--- config.mk ---
export PLATFORM = sky130hd
export DESIGN_NAME = register_file_mp_flat
export DESIGN_NICKNAME = d
export VERILOG_FILES = /design/src/rtl/register_file_mp_if.sv /design/src/rtl/register_file_mp.sv /design/src/flat_wrapper.sv
export SDC_FILE = /design/constraint.sdc
export NUM_CORES = 1
export LEC_CHECK = 0
export CAP_MARGIN = 20
export CORE_MARGIN = 5
export CORE_UTILIZATION = 50
export DETAILED_ROUTE_END_ITERATION = 16
export PLACE_DENSITY = 0.73
export SYNTH_ARGS = -nofsm -noshare
export SYNTH_HDL_FRONTEND = slang
export SYNTH_SLANG_ARGS = --single-unit
--- constraint.sdc ---
create_clock -name CLK -period 6.4 [get_ports CLK]
set_input_delay 0.96 -clock CLK [delete_from_list [all_inputs] [get_ports CLK]]
set_output_delay 0.96 -clock CLK [all_outputs]
set_load 0.02 [all_outputs]
--- src/rtl/register_file_mp_if.sv ---
// Request/response bundle for the miniMIPS register file: two read ports, one write port,
// registered read data with a valid strobe, and the init-sweep busy flag.
interface register_file_mp_if #(
   parameter int unsigned DATA_WIDTH = 32,
   parameter int unsigned ADDR_WIDTH = 5
);
   logic                  READ;
   logic                  WRITE;
   logic [ADDR_WIDTH-1:0] ADDR_R1;
   logic [ADDR_WIDTH-1:0] ADDR_R2;
   logic [ADDR_WIDTH-1:0] ADDR_W;
   logic [DATA_WIDTH-1:0] DATA_W;
   logic [DATA_WIDTH-1:0] DATA_R1;
   logic [DATA_WIDTH-1:0] DATA_R2;
   logic                  RD_VALID;
   logic                  BUSY;

   modport master (
      output READ, WRITE, ADDR_R1, ADDR_R2, ADDR_W, DATA_W,
      input  DATA_R1, DATA_R2, RD_VALID, BUSY
   );

   modport slave (
      input  READ, WRITE, ADDR_R1, ADDR_R2, ADDR_W, DATA_W,
      output DATA_R1, DATA_R2, RD_VALID, BUSY
   );
endinterface

--- src/rtl/register_file_mp.sv ---
// Parametrised 2R/1W register file with init sweep, registered reads and write-through forwarding.
// Optional macro REGFILE_ZERO_REG_EN hardwires register 0 to zero.
module register_file_mp #(
   parameter int unsigned DATA_WIDTH = 32,
   parameter int unsigned ADDR_WIDTH = 5,
   parameter int unsigned DEPTH      = 32
) (
   input logic                CLK,
   input logic                RST,
   register_file_mp_if.slave  bus
);
   localparam int unsigned IDX_W = (DEPTH > 1) ? $clog2(DEPTH) : 1;

   typedef enum logic {INIT, READY} state_t;

   state_t                state, state_nxt;
   logic [IDX_W-1:0]      cnt, cnt_nxt;
   logic [DATA_WIDTH-1:0] mem [DEPTH];

   logic                  mem_we;
   logic [IDX_W-1:0]      mem_waddr;
   logic [DATA_WIDTH-1:0] mem_wdata;

   logic [DATA_WIDTH-1:0] data_r1_q, data_r2_q, data_r1_nxt, data_r2_nxt;
   logic                  rd_valid_q, rd_valid_nxt;
   logic                  busy_q, busy_nxt;

   logic                  wr_ok;
   logic [DATA_WIDTH-1:0] mem_r1, mem_r2;

   function automatic logic in_range(input logic [ADDR_WIDTH-1:0] a);
      return 32'(a) < DEPTH;
   endfunction

   // Final read value for one port: hardwired zero, forwarded write, array, or out-of-range zero.
   function automatic logic [DATA_WIDTH-1:0] rd_sel(
      input logic [ADDR_WIDTH-1:0] a,
      input logic [DATA_WIDTH-1:0] word,
      input logic                  fwd_en,
      input logic [ADDR_WIDTH-1:0] aw,
      input logic [DATA_WIDTH-1:0] dw
   );
`ifdef REGFILE_ZERO_REG_EN
      if (a == '0) return '0;
`endif
      if (fwd_en && (a == aw)) return dw;
      if (in_range(a)) return word;
      return '0;
   endfunction

`ifdef REGFILE_ZERO_REG_EN
   assign wr_ok = bus.WRITE && in_range(bus.ADDR_W) && (bus.ADDR_W != '0);
`else
   assign wr_ok = bus.WRITE && in_range(bus.ADDR_W);
`endif

   assign mem_r1 = mem[bus.ADDR_R1[IDX_W-1:0]];
   assign mem_r2 = mem[bus.ADDR_R2[IDX_W-1:0]];

   always_ff @(posedge CLK) begin
      if (RST) begin
         state      <= INIT;
         cnt        <= '0;
         busy_q     <= 1'b1;
         rd_valid_q <= 1'b0;
         data_r1_q  <= '0;
         data_r2_q  <= '0;
      end else begin
         state      <= state_nxt;
         cnt        <= cnt_nxt;
         busy_q     <= busy_nxt;
         rd_valid_q <= rd_valid_nxt;
         data_r1_q  <= data_r1_nxt;
         data_r2_q  <= data_r2_nxt;
      end
   end

   always_comb begin
      state_nxt    = state;
      cnt_nxt      = cnt;
      busy_nxt     = busy_q;
      rd_valid_nxt = 1'b0;
      data_r1_nxt  = data_r1_q;
      data_r2_nxt  = data_r2_q;
      mem_we       = 1'b0;
      mem_waddr    = cnt;
      mem_wdata    = DATA_WIDTH'(cnt);
      case (state)
         INIT: begin
            // Sweep writes each register with its own index; requests are ignored.
            mem_we   = 1'b1;
            cnt_nxt  = cnt + IDX_W'(1);
            busy_nxt = 1'b1;
            if (cnt == IDX_W'(DEPTH - 1)) begin
               state_nxt = READY;
               cnt_nxt   = '0;
               busy_nxt  = 1'b0;
            end
         end
         READY: begin
            busy_nxt = 1'b0;
            if (wr_ok) begin
               mem_we    = 1'b1;
               mem_waddr = bus.ADDR_W[IDX_W-1:0];
               mem_wdata = bus.DATA_W;
            end
            if (bus.READ) begin
               rd_valid_nxt = 1'b1;
               data_r1_nxt  = rd_sel(bus.ADDR_R1, mem_r1, wr_ok, bus.ADDR_W, bus.DATA_W);
               data_r2_nxt  = rd_sel(bus.ADDR_R2, mem_r2, wr_ok, bus.ADDR_W, bus.DATA_W);
            end
         end
         default: state_nxt = INIT;
      endcase
   end

   always_ff @(posedge CLK) begin
      if (!RST && mem_we) mem[mem_waddr] <= mem_wdata;
   end

   assign bus.DATA_R1  = data_r1_q;
   assign bus.DATA_R2  = data_r2_q;
   assign bus.RD_VALID = rd_valid_q;
   assign bus.BUSY     = busy_q;
endmodule

--- src/flat_wrapper.sv ---
// flat-port wrapper written by rule: the top's interface ports become plain ports
module register_file_mp_flat 
#(
   parameter int unsigned DATA_WIDTH = 32,
   parameter int unsigned ADDR_WIDTH = 5,
   parameter int unsigned DEPTH      = 32
)
  (CLK, RST, bus_READ, bus_WRITE, bus_ADDR_R1, bus_ADDR_R2, bus_ADDR_W, bus_DATA_W, bus_DATA_R1, bus_DATA_R2, bus_RD_VALID, bus_BUSY);
  register_file_mp_if #(.DATA_WIDTH(DATA_WIDTH), .ADDR_WIDTH(ADDR_WIDTH)) bus_i ();
  input logic CLK;
  input logic RST;
  input wire logic [$bits(bus_i.READ)-1:0] bus_READ;
  input wire logic [$bits(bus_i.WRITE)-1:0] bus_WRITE;
  input wire logic [$bits(bus_i.ADDR_R1)-1:0] bus_ADDR_R1;
  input wire logic [$bits(bus_i.ADDR_R2)-1:0] bus_ADDR_R2;
  input wire logic [$bits(bus_i.ADDR_W)-1:0] bus_ADDR_W;
  input wire logic [$bits(bus_i.DATA_W)-1:0] bus_DATA_W;
  output wire logic [$bits(bus_i.DATA_R1)-1:0] bus_DATA_R1;
  output wire logic [$bits(bus_i.DATA_R2)-1:0] bus_DATA_R2;
  output wire logic [$bits(bus_i.RD_VALID)-1:0] bus_RD_VALID;
  output wire logic [$bits(bus_i.BUSY)-1:0] bus_BUSY;
  assign bus_i.READ = bus_READ;
  assign bus_i.WRITE = bus_WRITE;
  assign bus_i.ADDR_R1 = bus_ADDR_R1;
  assign bus_i.ADDR_R2 = bus_ADDR_R2;
  assign bus_i.ADDR_W = bus_ADDR_W;
  assign bus_i.DATA_W = bus_DATA_W;
  assign bus_DATA_R1 = bus_i.DATA_R1;
  assign bus_DATA_R2 = bus_i.DATA_R2;
  assign bus_RD_VALID = bus_i.RD_VALID;
  assign bus_BUSY = bus_i.BUSY;
  register_file_mp #(.DATA_WIDTH(DATA_WIDTH), .ADDR_WIDTH(ADDR_WIDTH), .DEPTH(DEPTH)) u_core (.CLK(CLK), .RST(RST), .bus(bus_i));
endmodule
# [After elaboration in Yosys (flattened, before gate mapping)]
# Memories as Yosys holds them, arrays and structs flattened.
# Cells that the tools add are included.
# W data, S select, Z words.
[classes] n_addsub=1 n_eq_ne=3 n_mux=32 bitwise=1 n_reduce_logical=6
[ops] cell="$mux W32" count=8
[ops] cell="$mux W1" count=19
[ops] cell="$mux W5" count=3
[ops] cell="$eq A5 B5 Y1" count=2
[ops] cell="$add A5 B1 Y5 const B" count=1
[ops] cell="$eq A5 B5 Y1 const B" count=1
[ops] cell="$pmux W1 S2" count=2
[ops] cell="$logic_and A1 B1 Y1" count=3
[ops] cell="$reduce_and A2 Y1" count=1
[ops] cell="$reduce_or A2 Y1" count=1
[ops] cell="$logic_not A1 Y1" count=1
[ops] cell="$not A1 Y1" count=1
[word_totals] reg_bits=72 ram_bits=1024 in_bits=51 elab_cells=50 n_memories=1
[memory_table] name="u_core.mem" words=32 word_bits=32 rd=2 rd_clocked_by_memory_dff=0 wr=1 line="register_file_mp.sv:18" source="logic [DATA_WIDTH-1:0] mem [DEPTH];"

# [Longest topological paths before layout]
# Gate-level depths: netlist of run 1.
[logic_depth] depth_word=10 mapped_depth=10 depth_no_buf=6

# [Least setup slack after synthesis of run 1]
# Ideal clock, no wire load.
[synth_path] path_kind="in2reg" startpoint="in bus_WRITE" endpoint="mem u_core.mem[0][0] (enable)" setup_ns=0.421 arrival_ns=3.235 required_time_ns=5.979 slack_ns=2.744 path_stages=6 path_cell_list="clkbuf_1 -> nand2_1 -> clkbuf_1 -> o31ai_1 -> nand2_1 -> nor2_1"
[synth_via] elab_chain_cells=5
[synth_rtl] item="start, declared" line="flat_wrapper.sv:13" source="input wire logic [$bits(bus_i.WRITE)-1:0] bus_WRITE;"
[synth_rtl] item="$mux W1" line="register_file_mp.sv:102" source="if (wr_ok) begin"
[synth_rtl] item="$pmux W1 S2" line="register_file_mp.sv:88" source="case (state)"
[synth_rtl] item="$logic_and A1 B1 Y1" line="register_file_mp.sv:118" source="if (!RST && mem_we) mem[mem_waddr] <= mem_wdata;"
[synth_rtl] item="$mux W1" line="register_file_mp.sv:118"
[synth_rtl] item="$mux W1 (implied by the code)" line="register_file_mp.sv:118"
[synth_rtl] item="end, declared" line="register_file_mp.sv:18"
# Several ways; a longest one is shown, not always the timed one.

# [Worst setup path in the final report of run 1]
[layout_path] startpoint="reg u_core.state" endpoint="mem u_core.mem[17][24] (enable)"
[layout_via] elab_chain_cells=5
[layout_rtl] item="start, declared" line="register_file_mp.sv:16" source="state_t state, state_nxt;"
[layout_rtl] item="start signal, assigned" line="register_file_mp.sv:69" source="state <= state_nxt;"
[layout_rtl] item="$not A1 Y1" line="register_file_mp.sv:88"
[layout_rtl] item="$pmux W1 S2" line="register_file_mp.sv:88"
[layout_rtl] item="$logic_and A1 B1 Y1" line="register_file_mp.sv:118"
[layout_rtl] item="$mux W1" line="register_file_mp.sv:118"
[layout_rtl] item="$mux W1 (implied by the code)" line="register_file_mp.sv:118"
# Several ways; a longest one is shown, not always the timed one.

==> out/metrics.cfg, run 1 <==
[placement]
place_congestion = 1.039
io_buffers = 116
hpwl_um = 110500

[pwr]
combPwrFrac_pct = 7.1
p_switching_mw = 3.475
peakVddDrop_mv = 0.2005
power.density_nw_per_um2 = 267.6
p_leak_nw = 19.82
p_clk_share_pct = 42.2
seqPwrFrac_pct = 50.7
internal-power_mw = 11.91
swShare_pct = 22.59

[logic_synthesis]
syn_inst = 2830
syn_area_um2 = 50750
ys_ff_latch = 1096
ys_warn_count = 0
yosysTopAreaCell = edfxtp_1
synth_area_leaders = edfxtp_1 61%, mux4_2 17%, mux2i_1 3.7%
syn_nets = 2883
synth-edff-count = 1024
ys_seq_area_share_pct = 63.42
async_flop_share_pct = 0
synth_flop_cell = edfxtp_1
synth_cell_types = 61
syn_avg_cell_area_um2 = 17.93
synthDominantCellAreaShare_pct = 60.58

[setup_path]
slowest_stage = nor2_4
path_max_fanout = 41
slowest_delay_ps = 1130
start_kind = register
cpMostUsedCell = nand2_1
critPathKind = register to register
cp-end-kind = register
cp.arrival_ps = 4700
crit_chain = nand2_1 -> o22a_1 -> nor2_1 -> nand2_1 -> nor2_4 -> buf_4
cp.required_ps = 6790

[timing]
rsz0062_at_grt = no
worst_pin_slew_ps = 1247
finalCritPeriodShare_pct = 67.31
max_freq_mhz = 232.1
slew_headroom_pct = 16.87
slew_violations = 0
setup_viol = 0
fin_crit_ps = 4308
hold_violations = 0
fin_skew_ps = 22.43
fin_setup_tns_ps = 0

[global_route]
grt_max_degree = 78
grt_antenna_before_repair = 8
grt_pass1_vias = 31430
grt_pass1_wl_um = 233200
track_usage_pct = 30.29
grt_overflow = 0

[drt]
drc = 0
drt_wl_total_um = 165200
drt.antenna.violating_nets = 0
dr.pass1.iters = 8
first_iter_violations = 4939
vias = 31540
routedWlPerCell_um = 37.55
vias_per_cell = 7.169

[clocking]
ctsResizeCount = 0
cts_tree = yes
cts_made_buffers = 111
clk_pin_slew_worst_paths_ps = 60
cts.sinks = 1096
post_cts_buffers = 0
clkLatencyLatePin_ps = 700
ctsHtreeMaxLevel = 3
clockRootBuffer = clkbuf_16
clock_path_buffers = 3
cts_hold_buffers = 0

[run]
maxCapViolCount = 0

[finish]
drive_gt1_share_pct = 26.44
mostFrequentLayoutCell = edfxtp_1
fin_nets = 3001
final_core_util_pct = 57.23
layout_common_cells = 1024 x edfxtp_1, 391 x mux4_2, 189 x mux2i_1
synthToLayoutAreaGrowth_pct = 13.26

[floorplan]
num_rows = 116
dieWidth_um = 328.6
ioPinCount = 117
die_h_um = 328.6
initial_utilization_pct = 50.53
core_um2 = 100400
die_area_um2 = 108000

[min_path]
min_path_type = register to register

[outcome]
status = finished, final reports clean

[registers in the layout (all words and copies together) (netlist names)]
name / count
u_core.bus.RD_VALID: 1
u_core.cnt: 5
u_core.mem: 1024
u_core.bus.DATA_R1: 32
u_core.bus.BUSY: 1
u_core.state: 1
u_core.bus.DATA_R2: 32
[worst paths after layout]
path              cells past startpoint                 end     startpoint  slack, ps
setup / recovery                      6  u_core.mem[17][24]   u_core.state       2090
hold / removal                        2       u_core.cnt[3]  u_core.cnt[3]        530
setup reg to reg                      6  u_core.mem[17][24]   u_core.state       2090
hold reg to reg                       2       u_core.cnt[3]  u_core.cnt[3]        530
[metrics by stage]
stage	power [mW]	hold slack [ps]	cells	cell area (µm²)	worst slack, ps
3_5_place_dp	9.020	529.7	4178	53600	1542
3_3_place_gp	9.002	525.6	4160	53220	1578
6_report	15.38	532.0	4399	57480	2092
2_1_floorplan	8.631	471.5	2830	50750	2744
5_1_grt	15.76	584.4	4398	57480	2079
4_1_cts	15.41	538.4	4384	57240	2242
[layout make-up]
cell class | instances | area (µm²)
clock inverters | 65 | 639.4
clock buffers | 141 | 3002
well taps | 1357 | 1698
multi-input cells | 1497 | 17430
inverters | 9 | 33.78
diodes | 1 | 2.502
flip-flops and latches | 1096 | 32190
fillers | 7488 | 42950
repair buffers | 233 | 2487
[routing by layer]
metal / GRT usage (%) / vias to the layer above / share of wire (%)
met5: 0 / - / 0.0079
met4: 17.18 / 2 / 7.3
met3: 6.346 / 466 / 10
met2: 48.18 / 2356 / 47
met1: 39.19 / 16400 / 35
li1: - / 12310 / -
[Yosys cell counts (3+ instances only)]
| master | instances |
|---|---|
| nand2b_1 | 10 |
| nor3_2 | 3 |
| o2111a_1 | 10 |
| buf_12 | 7 |
| mux4_1 | 21 |
| buf_2 | 65 |
| buf_8 | 7 |
| o21ai_1 | 6 |
| nand3_1 | 22 |
| a211oi_1 | 9 |
| mux4_2 | 391 |
| or2_2 | 3 |
| and3_1 | 36 |
| mux2i_1 | 189 |
| o22ai_1 | 80 |
| nor3_1 | 17 |
| nor2b_1 | 10 |
| xnor2_1 | 8 |
| a211o_1 | 4 |
| a22oi_1 | 79 |
| o211a_1 | 15 |
| o32ai_1 | 27 |
| clkbuf_1 | 92 |
| and2_1 | 9 |
| a221oi_1 | 74 |
| nor2_1 | 126 |
| o211ai_1 | 4 |
| a31oi_1 | 7 |
| buf_6 | 24 |
| a21oi_1 | 14 |
| a22o_1 | 3 |
| edfxtp_1 | 1024 |
| o221ai_1 | 43 |
| buf_4 | 24 |
| nand2_1 | 97 |
| dfxtp_1 | 72 |
| o21ai_0 | 87 |
| nand3b_1 | 5 |
| inv_1 | 8 |
| buf_1 | 7 |
| mux2_2 | 62 |
| nand4_1 | 3 |
[power by group through the flow]
stage	combinational, mW	clock [mW]	sequential, mW
global route	1.12	6.85	7.80
floorplan	0.688	0	7.94
detailed placement	1.07	0	7.95
CTS	1.07	6.54	7.80
finish	1.09	6.50	7.80
global placement	1.06	0	7.94
[critical path: cells and delay by family, from the launching register on]
kind	cells	cell delay [ps]
buf+inv	1	340
compound gates	1	300
flops	1	990
simple gates	4	2320
[cells by family after synthesis]
group	share of synthesized area, %
buffers and inverters	2.837
flip-flops	63.42
multiplexers	23.54
AND/OR/NAND/NOR	3.131
XOR/XNOR	0.1726
AO/OA/AOI/OAI	6.846
adder cells (fa/ha/maj)	0.04930
Power figures use the tool's default switching activity.
==> inputs of run 2 (changes only) <==
==> constraint.sdc (replaced) <==
create_clock -name CLK -period 4.1 [get_ports CLK]
set_input_delay 0.615 -clock CLK [delete_from_list [all_inputs] [get_ports CLK]]
set_output_delay 0.615 -clock CLK [all_outputs]
set_load 0.02 [all_outputs]
==> out/metrics.cfg, run 2 (same netlist as run 1, synthesis figures left out) <==
[timing]
fin_hold_ws_ps = 532.0
fin_skew_ps = 16.12
fin_setup_tns_ps = 0
max_freq_mhz = 312.6
worst_pin_slew_ps = 1199
slew_headroom_pct = 19.89
finalCritPeriodShare_pct = 78.02
rsz0062_at_grt = no
fin_crit_ps = 3199
hold_violations = 0
setup_viol = 0
slew_violations = 0

[clocking]
cts_made_buffers = 111
ctsHtreeMaxLevel = 3
cts_tree = yes
clk_pin_slew_worst_paths_ps = 60
ctsResizeCount = 0
post_cts_buffers = 0
clock_path_buffers = 3
cts_hold_buffers = 0
clkLatencyLatePin_ps = 690
cts.sinks = 1096
clockRootBuffer = clkbuf_16

[placement]
io_buffers = 116
hpwl_um = 105700
place_congestion = 0.9827

[drt]
drt_wl_total_um = 169600
drc = 0
routedWlPerCell_um = 37.87
vias_per_cell = 7.314
first_iter_violations = 5918
dr.pass1.iters = 6
vias = 32770
drt.antenna.violating_nets = 0

[finish]
mostFrequentLayoutCell = edfxtp_1
synthToLayoutAreaGrowth_pct = 14.60
top_register = u_core.mem
fin_nets = 3071
largest_register_ffs = 1024
layout_common_cells = 1024 x edfxtp_1, 391 x mux4_2, 189 x mux2i_1
nFillCells = 7371
drive_gt1_share_pct = 28.24

[floorplan]
initial_utilization_pct = 50.53
die_h_um = 328.6
ioPinCount = 117
core_um2 = 100400
num_rows = 116
die_area_um2 = 108000
dieWidth_um = 328.6

[run]
maxCapViolCount = 0

[global_route]
grt_antenna_before_repair = 11
grt_max_degree = 65
grt_pass1_vias = 32930
grt_pass1_wl_um = 237800
grt_overflow = 0
track_usage_pct = 30.87

[setup_path]
cp.arrival_ps = 3730
critPathKind = register to register
cp-end-kind = register
cp.required_ps = 4630
path_max_fanout = 31
start_kind = register

[outcome]
status = finished, final reports clean

[pwr]
p_leak_nw = 20.23
peakVddDrop_mv = 0.4031
power.density_nw_per_um2 = 416.4

[min_path]
min_path_type = input port to register

## run 2: layout make-up
cell class	count	area [µm²]	area share (%)
Sequential cell	1096	32190	55.35
Multi-Input combinational cell	1497	17420	29.95
Clock buffer	148	3088	5.309
Timing Repair Buffer	303	3084	5.303
Tap cell	1357	1698	2.919
Clock inverter	63	629.4	1.082
Inverter	9	33.78	0.05808
Antenna cell	7	17.52	0.03012
## run 2: final timing paths
kind	start	to	slack (ps)	depth (start not counted)
max	u_core.state	u_core.bus.DATA_R1[18]	900	6
min	RST	u_core.cnt[4]	530	2
max reg2reg	u_core.state	u_core.bus.DATA_R1[18]	900	6
min reg2reg	u_core.cnt[3]	u_core.cnt[3]	550	2
## run 2: report_power, final
part | switching (mW) | leakage, nW | internal (mW)
combinational | 1.04 | 7.33 | 0.678
clock | 4.39 | 1.83 | 5.94
sequential | 0.0319 | 11.1 | 12.1
total | 5.46 | 20.2 | 18.8
## run 2: layer usage
layer / part of all wire (%) / routed length [µm] / track usage [%]
met5: 0.020 / 34 / 0
met4: 6.0 / 10120 / 14.74
met3: 15 / 25900 / 11.34
met2: 44 / 75260 / 46.25
met1: 34 / 58320 / 40.42
## run 2: stage by stage
step	instance area [µm²]	utilization, %	total power [mW]	instances	worst slack (ps)
global route	58150	57.89	24.79	4473	910.2
detailed placement	54220	53.99	14.08	4253	613.8
finish	58160	57.91	24.22	4480	901.3
CTS	57940	57.69	24.22	4464	1154
global placement	54200	53.97	14.05	4252	593.8
floorplan	50750	-	13.47	2830	788.9
## run 2: worst max-delay path: stages (launching register included)
cell	delay, ps
dfxtp_2	490
buf_4	500
and2_2	280
buf_4	460
nand3_1	740
o221ai_1	440
a211oi_1	100
